File: src/rtl/cgra0_out_stream_writer.sv
// -----------------------------------------------------------------------------
// cgra0_out_stream_writer
//
// Transmitting end of the per-thread ignore/quantity stream protocol. Result
// beats from the PE array arrive tagged with a thread index. For each thread
// the first ign_lim beats are discarded. Optionally at most qtd_lim beats are
// forwarded, and any further beats are dropped. Forwarded beats pass through a
// 2-entry skid buffer into the accelerator output FIFO.
//
// Optional feature macro: CGRA_OUT_QTD_EN
//   defined   : 64-bit per-thread quantity limits/counters gate forwarding.
//   undefined : every post-ignore beat is forwarded; cfg_qtd_* are ignored.
//
// Ports
//   clk, rst            clock (rising edge), asynchronous active-low reset
//   en                  global enable; low freezes all but config writes
//   in_valid/thread/data  result beat from the PE array
//   cfg_thread_id       thread targeted by the config strobes
//   cfg_ignore_we/ignore  load ignore limit (clears ignore counter)
//   cfg_qtd_we_low/high, cfg_qtd_low/high  load quantity halves (clears count)
//   fifo_full           output FIFO cannot accept
//   fifo_we, fifo_data  registered output FIFO write
//   stall               skid buffer full
//   overflow            sticky: a beat was lost to a full buffer
//   done                per-thread limits reached
// -----------------------------------------------------------------------------
module cgra0_out_stream_writer #(
    parameter int NUM_THREADS  = 7,
    parameter int DATA_WIDTH   = 32,
    parameter int IGNORE_WIDTH = 16,
    parameter int QTD_WIDTH    = 64,
    parameter int TID_WIDTH    = 3
) (
    input  logic                     clk,
    input  logic                     rst,
    input  logic                     en,
    input  logic                     in_valid,
    input  logic [TID_WIDTH-1:0]     in_thread,
    input  logic [DATA_WIDTH-1:0]    in_data,
    input  logic [TID_WIDTH-1:0]     cfg_thread_id,
    input  logic                     cfg_ignore_we,
    input  logic [IGNORE_WIDTH-1:0]  cfg_ignore,
    input  logic                     cfg_qtd_we_low,
    input  logic                     cfg_qtd_we_high,
    input  logic [QTD_WIDTH/2-1:0]   cfg_qtd_low,
    input  logic [QTD_WIDTH/2-1:0]   cfg_qtd_high,
    input  logic                     fifo_full,
    output logic                     fifo_we,
    output logic [DATA_WIDTH-1:0]    fifo_data,
    output logic                     stall,
    output logic                     overflow,
    output logic [NUM_THREADS-1:0]   done
);

    localparam logic [TID_WIDTH-1:0] MAX_TID = TID_WIDTH'(NUM_THREADS - 1);

    logic [IGNORE_WIDTH-1:0] ign_lim [NUM_THREADS];
    logic [IGNORE_WIDTH-1:0] ign_cnt [NUM_THREADS];

    logic [NUM_THREADS-1:0] ign_cfg_hit;
    logic [NUM_THREADS-1:0] cfg_hit;      // any config strobe on this thread
    logic [NUM_THREADS-1:0] beat_sel;     // counted beat for this thread
    logic [NUM_THREADS-1:0] ign_open;     // still in ignore phase
    logic [NUM_THREADS-1:0] ign_done;
    logic [NUM_THREADS-1:0] qtd_open;     // quantity not yet reached
    logic                   beat_ok;
    logic                   push;

    // skid buffer
    logic [DATA_WIDTH-1:0] buf_mem [2];
    logic                  wr_ptr;
    logic                  rd_ptr;
    logic [1:0]            count;
    logic                  pop;
    logic                  accept;

    assign beat_ok = en & in_valid & (in_thread <= MAX_TID);

    always_comb begin
        ign_cfg_hit = '0;
        beat_sel    = '0;
        ign_open    = '0;
        ign_done    = '0;
        for (int t = 0; t < NUM_THREADS; t++) begin
            ign_cfg_hit[t] = cfg_ignore_we & (cfg_thread_id == TID_WIDTH'(t));
            // A config write to the same thread wins; the beat is dropped.
            beat_sel[t]    = beat_ok & (in_thread == TID_WIDTH'(t)) & ~cfg_hit[t];
            ign_open[t]    = ign_cnt[t] < ign_lim[t];
            ign_done[t]    = ign_cnt[t] == ign_lim[t];
        end
    end

    assign push = |(beat_sel & ~ign_open & qtd_open);

    always_ff @(posedge clk or negedge rst) begin
        if (!rst) begin
            for (int t = 0; t < NUM_THREADS; t++) begin
                ign_lim[t] <= '0;
                ign_cnt[t] <= '0;
            end
        end else begin
            for (int t = 0; t < NUM_THREADS; t++) begin
                if (ign_cfg_hit[t]) begin
                    ign_lim[t] <= cfg_ignore;
                    ign_cnt[t] <= '0;
                end else if (beat_sel[t] && ign_open[t]) begin
                    ign_cnt[t] <= ign_cnt[t] + IGNORE_WIDTH'(1);
                end
            end
        end
    end

`ifdef CGRA_OUT_QTD_EN
    logic [QTD_WIDTH-1:0]   qtd_lim [NUM_THREADS];
    logic [QTD_WIDTH-1:0]   qtd_cnt [NUM_THREADS];
    logic [NUM_THREADS-1:0] qtd_cfg_hit;

    always_comb begin
        qtd_cfg_hit = '0;
        qtd_open    = '0;
        for (int t = 0; t < NUM_THREADS; t++) begin
            qtd_cfg_hit[t] = (cfg_qtd_we_low | cfg_qtd_we_high)
                           & (cfg_thread_id == TID_WIDTH'(t));
            qtd_open[t]    = qtd_cnt[t] != qtd_lim[t];
        end
    end

    assign cfg_hit = ign_cfg_hit | qtd_cfg_hit;
    assign done    = ign_done & ~qtd_open;

    always_ff @(posedge clk or negedge rst) begin
        if (!rst) begin
            for (int t = 0; t < NUM_THREADS; t++) begin
                qtd_lim[t] <= '0;
                qtd_cnt[t] <= '0;
            end
        end else begin
            for (int t = 0; t < NUM_THREADS; t++) begin
                if (qtd_cfg_hit[t]) begin
                    if (cfg_qtd_we_low)
                        qtd_lim[t][QTD_WIDTH/2-1:0] <= cfg_qtd_low;
                    if (cfg_qtd_we_high)
                        qtd_lim[t][QTD_WIDTH-1:QTD_WIDTH/2] <= cfg_qtd_high;
                    qtd_cnt[t] <= '0;
                end else if (beat_sel[t] && !ign_open[t] && qtd_open[t]) begin
                    qtd_cnt[t] <= qtd_cnt[t] + QTD_WIDTH'(1);
                end
            end
        end
    end
`else
    logic unused_qtd_cfg;
    assign unused_qtd_cfg = ^{cfg_qtd_we_low, cfg_qtd_we_high, cfg_qtd_low, cfg_qtd_high};

    assign qtd_open = '1;
    assign cfg_hit  = ign_cfg_hit;
    assign done     = ign_done;
`endif

    assign stall  = (count == 2'd2);
    assign pop    = en & ~fifo_full & (count != 2'd0);
    // A full buffer still takes a beat if the head leaves in the same cycle.
    assign accept = push & ((count != 2'd2) | pop);

    always_ff @(posedge clk or negedge rst) begin
        if (!rst) begin
            buf_mem[0] <= '0;
            buf_mem[1] <= '0;
            wr_ptr     <= 1'b0;
            rd_ptr     <= 1'b0;
            count      <= 2'd0;
            overflow   <= 1'b0;
            fifo_we    <= 1'b0;
            fifo_data  <= '0;
        end else begin
            if (accept) begin
                buf_mem[wr_ptr] <= in_data;
                wr_ptr          <= ~wr_ptr;
            end
            if (pop) begin
                rd_ptr    <= ~rd_ptr;
                fifo_data <= buf_mem[rd_ptr];
            end
            fifo_we <= pop;
            if (push && !accept)
                overflow <= 1'b1;
            case ({accept, pop})
                2'b10:   count <= count + 2'd1;
                2'b01:   count <= count - 2'd1;
                default: count <= count;
            endcase
        end
    end

endmodule

File: config.mk
export PLATFORM = sky130hd
export DESIGN_NAME = cgra0_out_stream_writer
export DESIGN_NICKNAME = d
export VERILOG_FILES = /design/src/rtl/cgra0_out_stream_writer.sv
export SDC_FILE = /design/constraint.sdc
export NUM_CORES = 1
export LEC_CHECK = 0
export ABC_AREA = 0
export CAP_MARGIN = 5
export CORE_UTILIZATION = 62
export DETAILED_ROUTE_END_ITERATION = 7
export GPL_ROUTABILITY_DRIVEN = 0
export PLACE_DENSITY = 0.91
export SLEW_MARGIN = 30
export SYNTH_ARGS = -nofsm -noshare
export SYNTH_HDL_FRONTEND = slang
export SYNTH_SLANG_ARGS = --single-unit
File: constraint.sdc
create_clock -name clk -period 5.7 [get_ports clk]
set_clock_uncertainty 0.2 [all_clocks]
set_input_delay 1.425 -clock clk [delete_from_list [all_inputs] [get_ports clk]]
set_output_delay 1.425 -clock clk [all_outputs]
set_load 0.03 [all_outputs]
Word-level counts from Yosys, hierarchy flattened --
Cells that the tools add are included. Widths: inputs -> output; s select.
Cells by class: add/subtract/negate cells 9, bitwise gates (word level) 41, reduce and logical (&&, ||, !) cells 22, magnitude comparators 11, mux-type cells 21, equality and inequality tests 23
Operators with widths (number):
- $mux 16 | 14
- $mux 32 | 4
- $add 16x1->16 const B | 7
- $eq 16x16->1 | 7
- $lt 16x16->1 | 7
- $bwmux 64 | 1
- $demux 32 s1 | 1
- $and 1x1->1 | 26
- $eq 3x3->1 const B | 6
- $reduce_bool 2->1 | 9
- $eq 3x2->1 const B | 4
- $not 1->1 | 10
- $logic_and 1x1->1 | 9
- $and 7x7->7 | 1
- $not 7->7 | 1
- $reduce_or 7->1 | 1
- $eq 3x1->1 const B | 2
- $logic_not 3->1 | 2
- $eq 2x2->1 const B | 2
- $ge 2x2->1 const B | 2
- $not 1->2 | 2
- $pmux 2 s2 | 1
- $le 3x3->1 const B | 1
- $add 2x1->2 const B | 1
- other kinds (6) | 6
Storage, ports and cells: output and inout bits 42, input port bits 126, word-level logic and storage cells 149, register bits 326

Logic depth before layout (Yosys ltp) --
depth after elaboration 9, depth in mapped cells 12, gate-level depth less buffers 12

Worst setup path after synthesis --
Ideal clock, no wire load.
path kind input to register, start point input port cfg_thread_id[1], end point register buf_mem[10] (netlist name), data required time 5.375 ns, path buffers 2, path slack 1.981 ns, stages 9, arrival 3.394 ns, path through buf_2 > nor2b_1 > nand2_1 > nand3_1 > a31oi_1 > a2111o_2 > o311ai_4 > buf_8 > mux2_4
Between the ends: cells in the longest elaborated chain, start to end 7
Ends and longest elaborated chain:
- start, declared | RTL line 40 | input logic [TID_WIDTH-1:0] cfg_thread_id,
- $eq 3x1->1 (tied with other cells) | RTL line 85 | ign_cfg_hit[t] = cfg_ignore_we & (cfg_thread_id == TID_WIDTH'(t));
- $and 1x1->1 | RTL line 85
- $not 1->1 | RTL line 87 | beat_sel[t] = beat_ok & (in_thread == TID_WIDTH'(t)) & ~cfg_hit[t];
- $and 1x1->1 | RTL line 87
- $and 7x7->7 * | RTL line 93 | assign push = |(beat_sel & ~ign_open & qtd_open);
- $reduce_or 7->1 * | RTL line 93
- $and 1x1->1 * | RTL line 163 | assign accept = push & ((count != 2'd2) | pop);
- end signal, assigned by index | RTL line 177 | buf_mem[wr_ptr] <= in_data;
- end, declared | RTL line 70 | logic [DATA_WIDTH-1:0] buf_mem [2];
Mark *: on every way between the ends. The rest lies on a longest branch, timed or not. A chain may end at the register's enable or synchronous reset.

Final worst setup path --
start point register ign_cnt[46] (netlist name), end point output port done[4]
Between the ends: cells in the longest elaborated chain, start to end 1
Ends and longest elaborated chain:
- start, declared | RTL line 58 | logic [IGNORE_WIDTH-1:0] ign_cnt [NUM_THREADS];
- start signal, assigned by index | RTL line 107 | ign_cnt[t] <= ign_cnt[t] + IGNORE_WIDTH'(1);
- $eq 16x16->1 | RTL line 89 | ign_done[t] = ign_cnt[t] == ign_lim[t];
- end, declared | RTL line 52 | output logic [NUM_THREADS-1:0] done
Every way passes these cells.

==> impl_metrics.tcl <==
set metrics [dict create \
    synth_edf_count 0 \
    worstRegToRegCells 9 \
    drtIter0Drc 1252 \
    numPlacedInstances 2107 \
    ios 168 \
    drive_above_1_share_pct 8.79 \
    hold_slack_ns 0.295 \
    cts_hold_buf 0 \
    grt_use_total_pct 30.1 \
    setup_viol 0 \
    dp_slack_ns 0.770 \
    cts-root-buf "clkbuf_16" \
    clk-insertion-delay-late_ns 0.52 \
    synthCells 1720 \
    ant_nets 0 \
    finalCritPeriodShare_pct 81.4 \
    cts_tree "built" \
    drv_slew 0 \
    grt_pass1_vias 13400 \
    fill_cells 1609 \
    post_cts_buffers 0 \
    fin_cells 2168 \
    p_total_mw 6.61 \
    holdPathStages 1 \
    coreArea_sq_um 26400 \
    hold_viol_final 0 \
    final_cell_mix "325 x dfrtp_1, 231 x nand2_1, 151 x o21ai_0, 136 x inv_1, 126 x nor2_1" \
    path_class "register to output pin" \
    wl_per_cell_um 18.9 \
    finalSetupTns_ns 0 \
    outcome "completed" \
    h-tree-depth 2 \
    grt-busiest-layer "met2" \
    ys_ff_latch 326 \
    crit_arrival_ns 3.01 \
    cts_resized 0 \
    synth_area_sq_um 16800 \
    ir_worst_vdd_mv 0.267 \
    dieArea_sq_um 27800 \
    r2r_slack_ns 2.12 \
    drt-total-wl_um 40900 \
    cp.required_ns 4.07 \
    antenna_found_initial 0 \
    fp.dieW_um 167 \
    cp_max_fo 4 \
    grt_start_max_net_pins 109 \
    rsz0062_at_grt "false" \
    gr-usage-met3_pct 4.92 \
    worstSetupEndpointType "output pin" \
    max_clock_freq_mhz 216 \
    tightest_slew_ns 0.851 \
    regArea_sq_um 8160 \
    clockBufferDepth 3 \
    die_height_um 167 \
    synth_top_cell_area_share_pct 48.5 \
    avgSynthCellArea_sq_um 9.78 \
    ys_seq_area_share_pct 48.5 \
    powerDensity_nw_per_um2 342 \
    hp-class "register to register" \
    via_per_inst 6.10 \
    cp-start-kind "register" \
    place_hpwl_um 26800 \
    final_common_cell "dfrtp_1" \
    drc 0 \
    synth_flop_cell "dfrtp_1" \
    area_growth_syn_to_layout_pct 15.0 \
    max_slew_margin_pct 42.8 \
    leakagePower_nw 9.06 \
    initial_utilization_pct 63.9 \
    cts_sinks 326 \
    grt_use_met2_pct 51.5 \
    synthTopCellsByArea "dfrtp_1 48%, ha_1 8.9%, nand2_1 5.2%" \
    yosysWarnings 0 \
    grt_pass1_wl_um 67200 \
    multi_input_area_sq_um 7900 \
    grtUsageMet1_pct 37.8 \
    fin_area_sq_um 19300 \
    rows 59 \
    drv_cap 0 \
    grt-ovfl-total 0 \
    utilization_pct 73.4 \
    port_buffers 101 \
    nets 2055 \
    cts_buffers 35 \
    layout_setup_ws_ns 1.06 \
    dr_total_vias 13200 \
    clkTransAtPathRegs_ns 0.06 \
    ys_types 61 \
    mappedNetlistNets 1966 \
    drtPass1Iterations 6 \
    synth_top_cell_by_area "dfrtp_1" \
    period_needed_ns 4.64 \
    dpl_cell_area_sq_um 18200 \
    async_reset_ff_share_pct 100 \
]
layer usage:
metal / share of wire [%] / vias up
met4: 4.5 / 0
met3: 7.8 / 125
met5: 0 / -
met1: 39 / 6439
met2: 48 / 544
li1: - / 6106
logic make-up after synthesis:
family          Yosys count  synth area share, %
fa+ha+maj               120                 8.92
flops                   326                 48.5
compound gates          309                 10.6
simple gates            599                 16.8
mux                     104                 7.34
xor+xnor                 59                 3.07
buf+inv                 203                 4.83
worst max-delay path: stages (launching register included):
cell             delay [ns]
dfrtp_1                0.42
ha_1                   0.33
nand4_1                0.18
nor4_1                 0.51
inv_1                  0.08
nor3_1                 0.20
clkdlybuf4s50_1        0.77
power by group:
| group | internal, mW | switching, mW | leakage [nW] |
|---|---|---|---|
| Combinational | 0.587 | 0.860 | 4.23 |
| Sequential | 2.64 | 0.237 | 4.26 |
| Clock | 1.36 | 0.925 | 0.567 |
| Total | 4.59 | 2.02 | 9.06 |
synth_stat cells (3+ instances only):
library cell  count
and3_1           18
nand3_2           3
a31o_2            4
o21ai_0         151
o21a_1            3
nand2_1         231
buf_4             3
mux2i_1          39
nand4_1          43
nor2_1          131
nor2b_1          13
inv_1           136
buf_1             5
nor3_1           30
clkbuf_1         51
nand3_1          50
or3_1            12
and4_1            8
a21o_1            7
nor4_1           23
mux2_4           30
o31ai_1           9
xor2_1           15
buf_2             5
dfrtp_1         326
a21oi_1          97
xnor2_1          44
a41o_1            4
nand2b_1         14
or4_1             9
a31oi_1           7
buf_8             3
o211ai_1         10
ha_1            120
mux2_2           33
final timing paths:
check / startpoint / to
hold reg to reg: overflow / overflow
min in group asynchronous: rst / buf_mem[34]
max in group asynchronous: rst / ign_cnt[0]
hold / removal: overflow / overflow
setup / recovery: ign_cnt[46] / done[4]
setup reg to reg: ign_cnt[7] / buf_mem[56]
area by class of cell:
| type | count | share of cell area (%) |
|---|---|---|
| inverters | 136 | 2.64 |
| flip-flops and latches | 326 | 42.2 |
| multi-input cells | 1191 | 40.8 |
| clock buffers | 52 | 5.38 |
| diodes | 1 | 0.0129 |
| repair buffers | 119 | 6.25 |
| well taps | 335 | 2.17 |
| clock inverters | 8 | 0.563 |
state kept, by name, indices dropped and copies added, names as in the netlist:
| signal | cells |
|---|---|
| ign_cnt | 112 |
| ign_lim | 112 |
| buf_mem | 64 |
| fifo_data | 32 |
| count | 2 |
| fifo_we | 1 |
| overflow | 1 |
| rd_ptr | 1 |
| wr_ptr | 1 |
(Power assumes the default switching activity.)
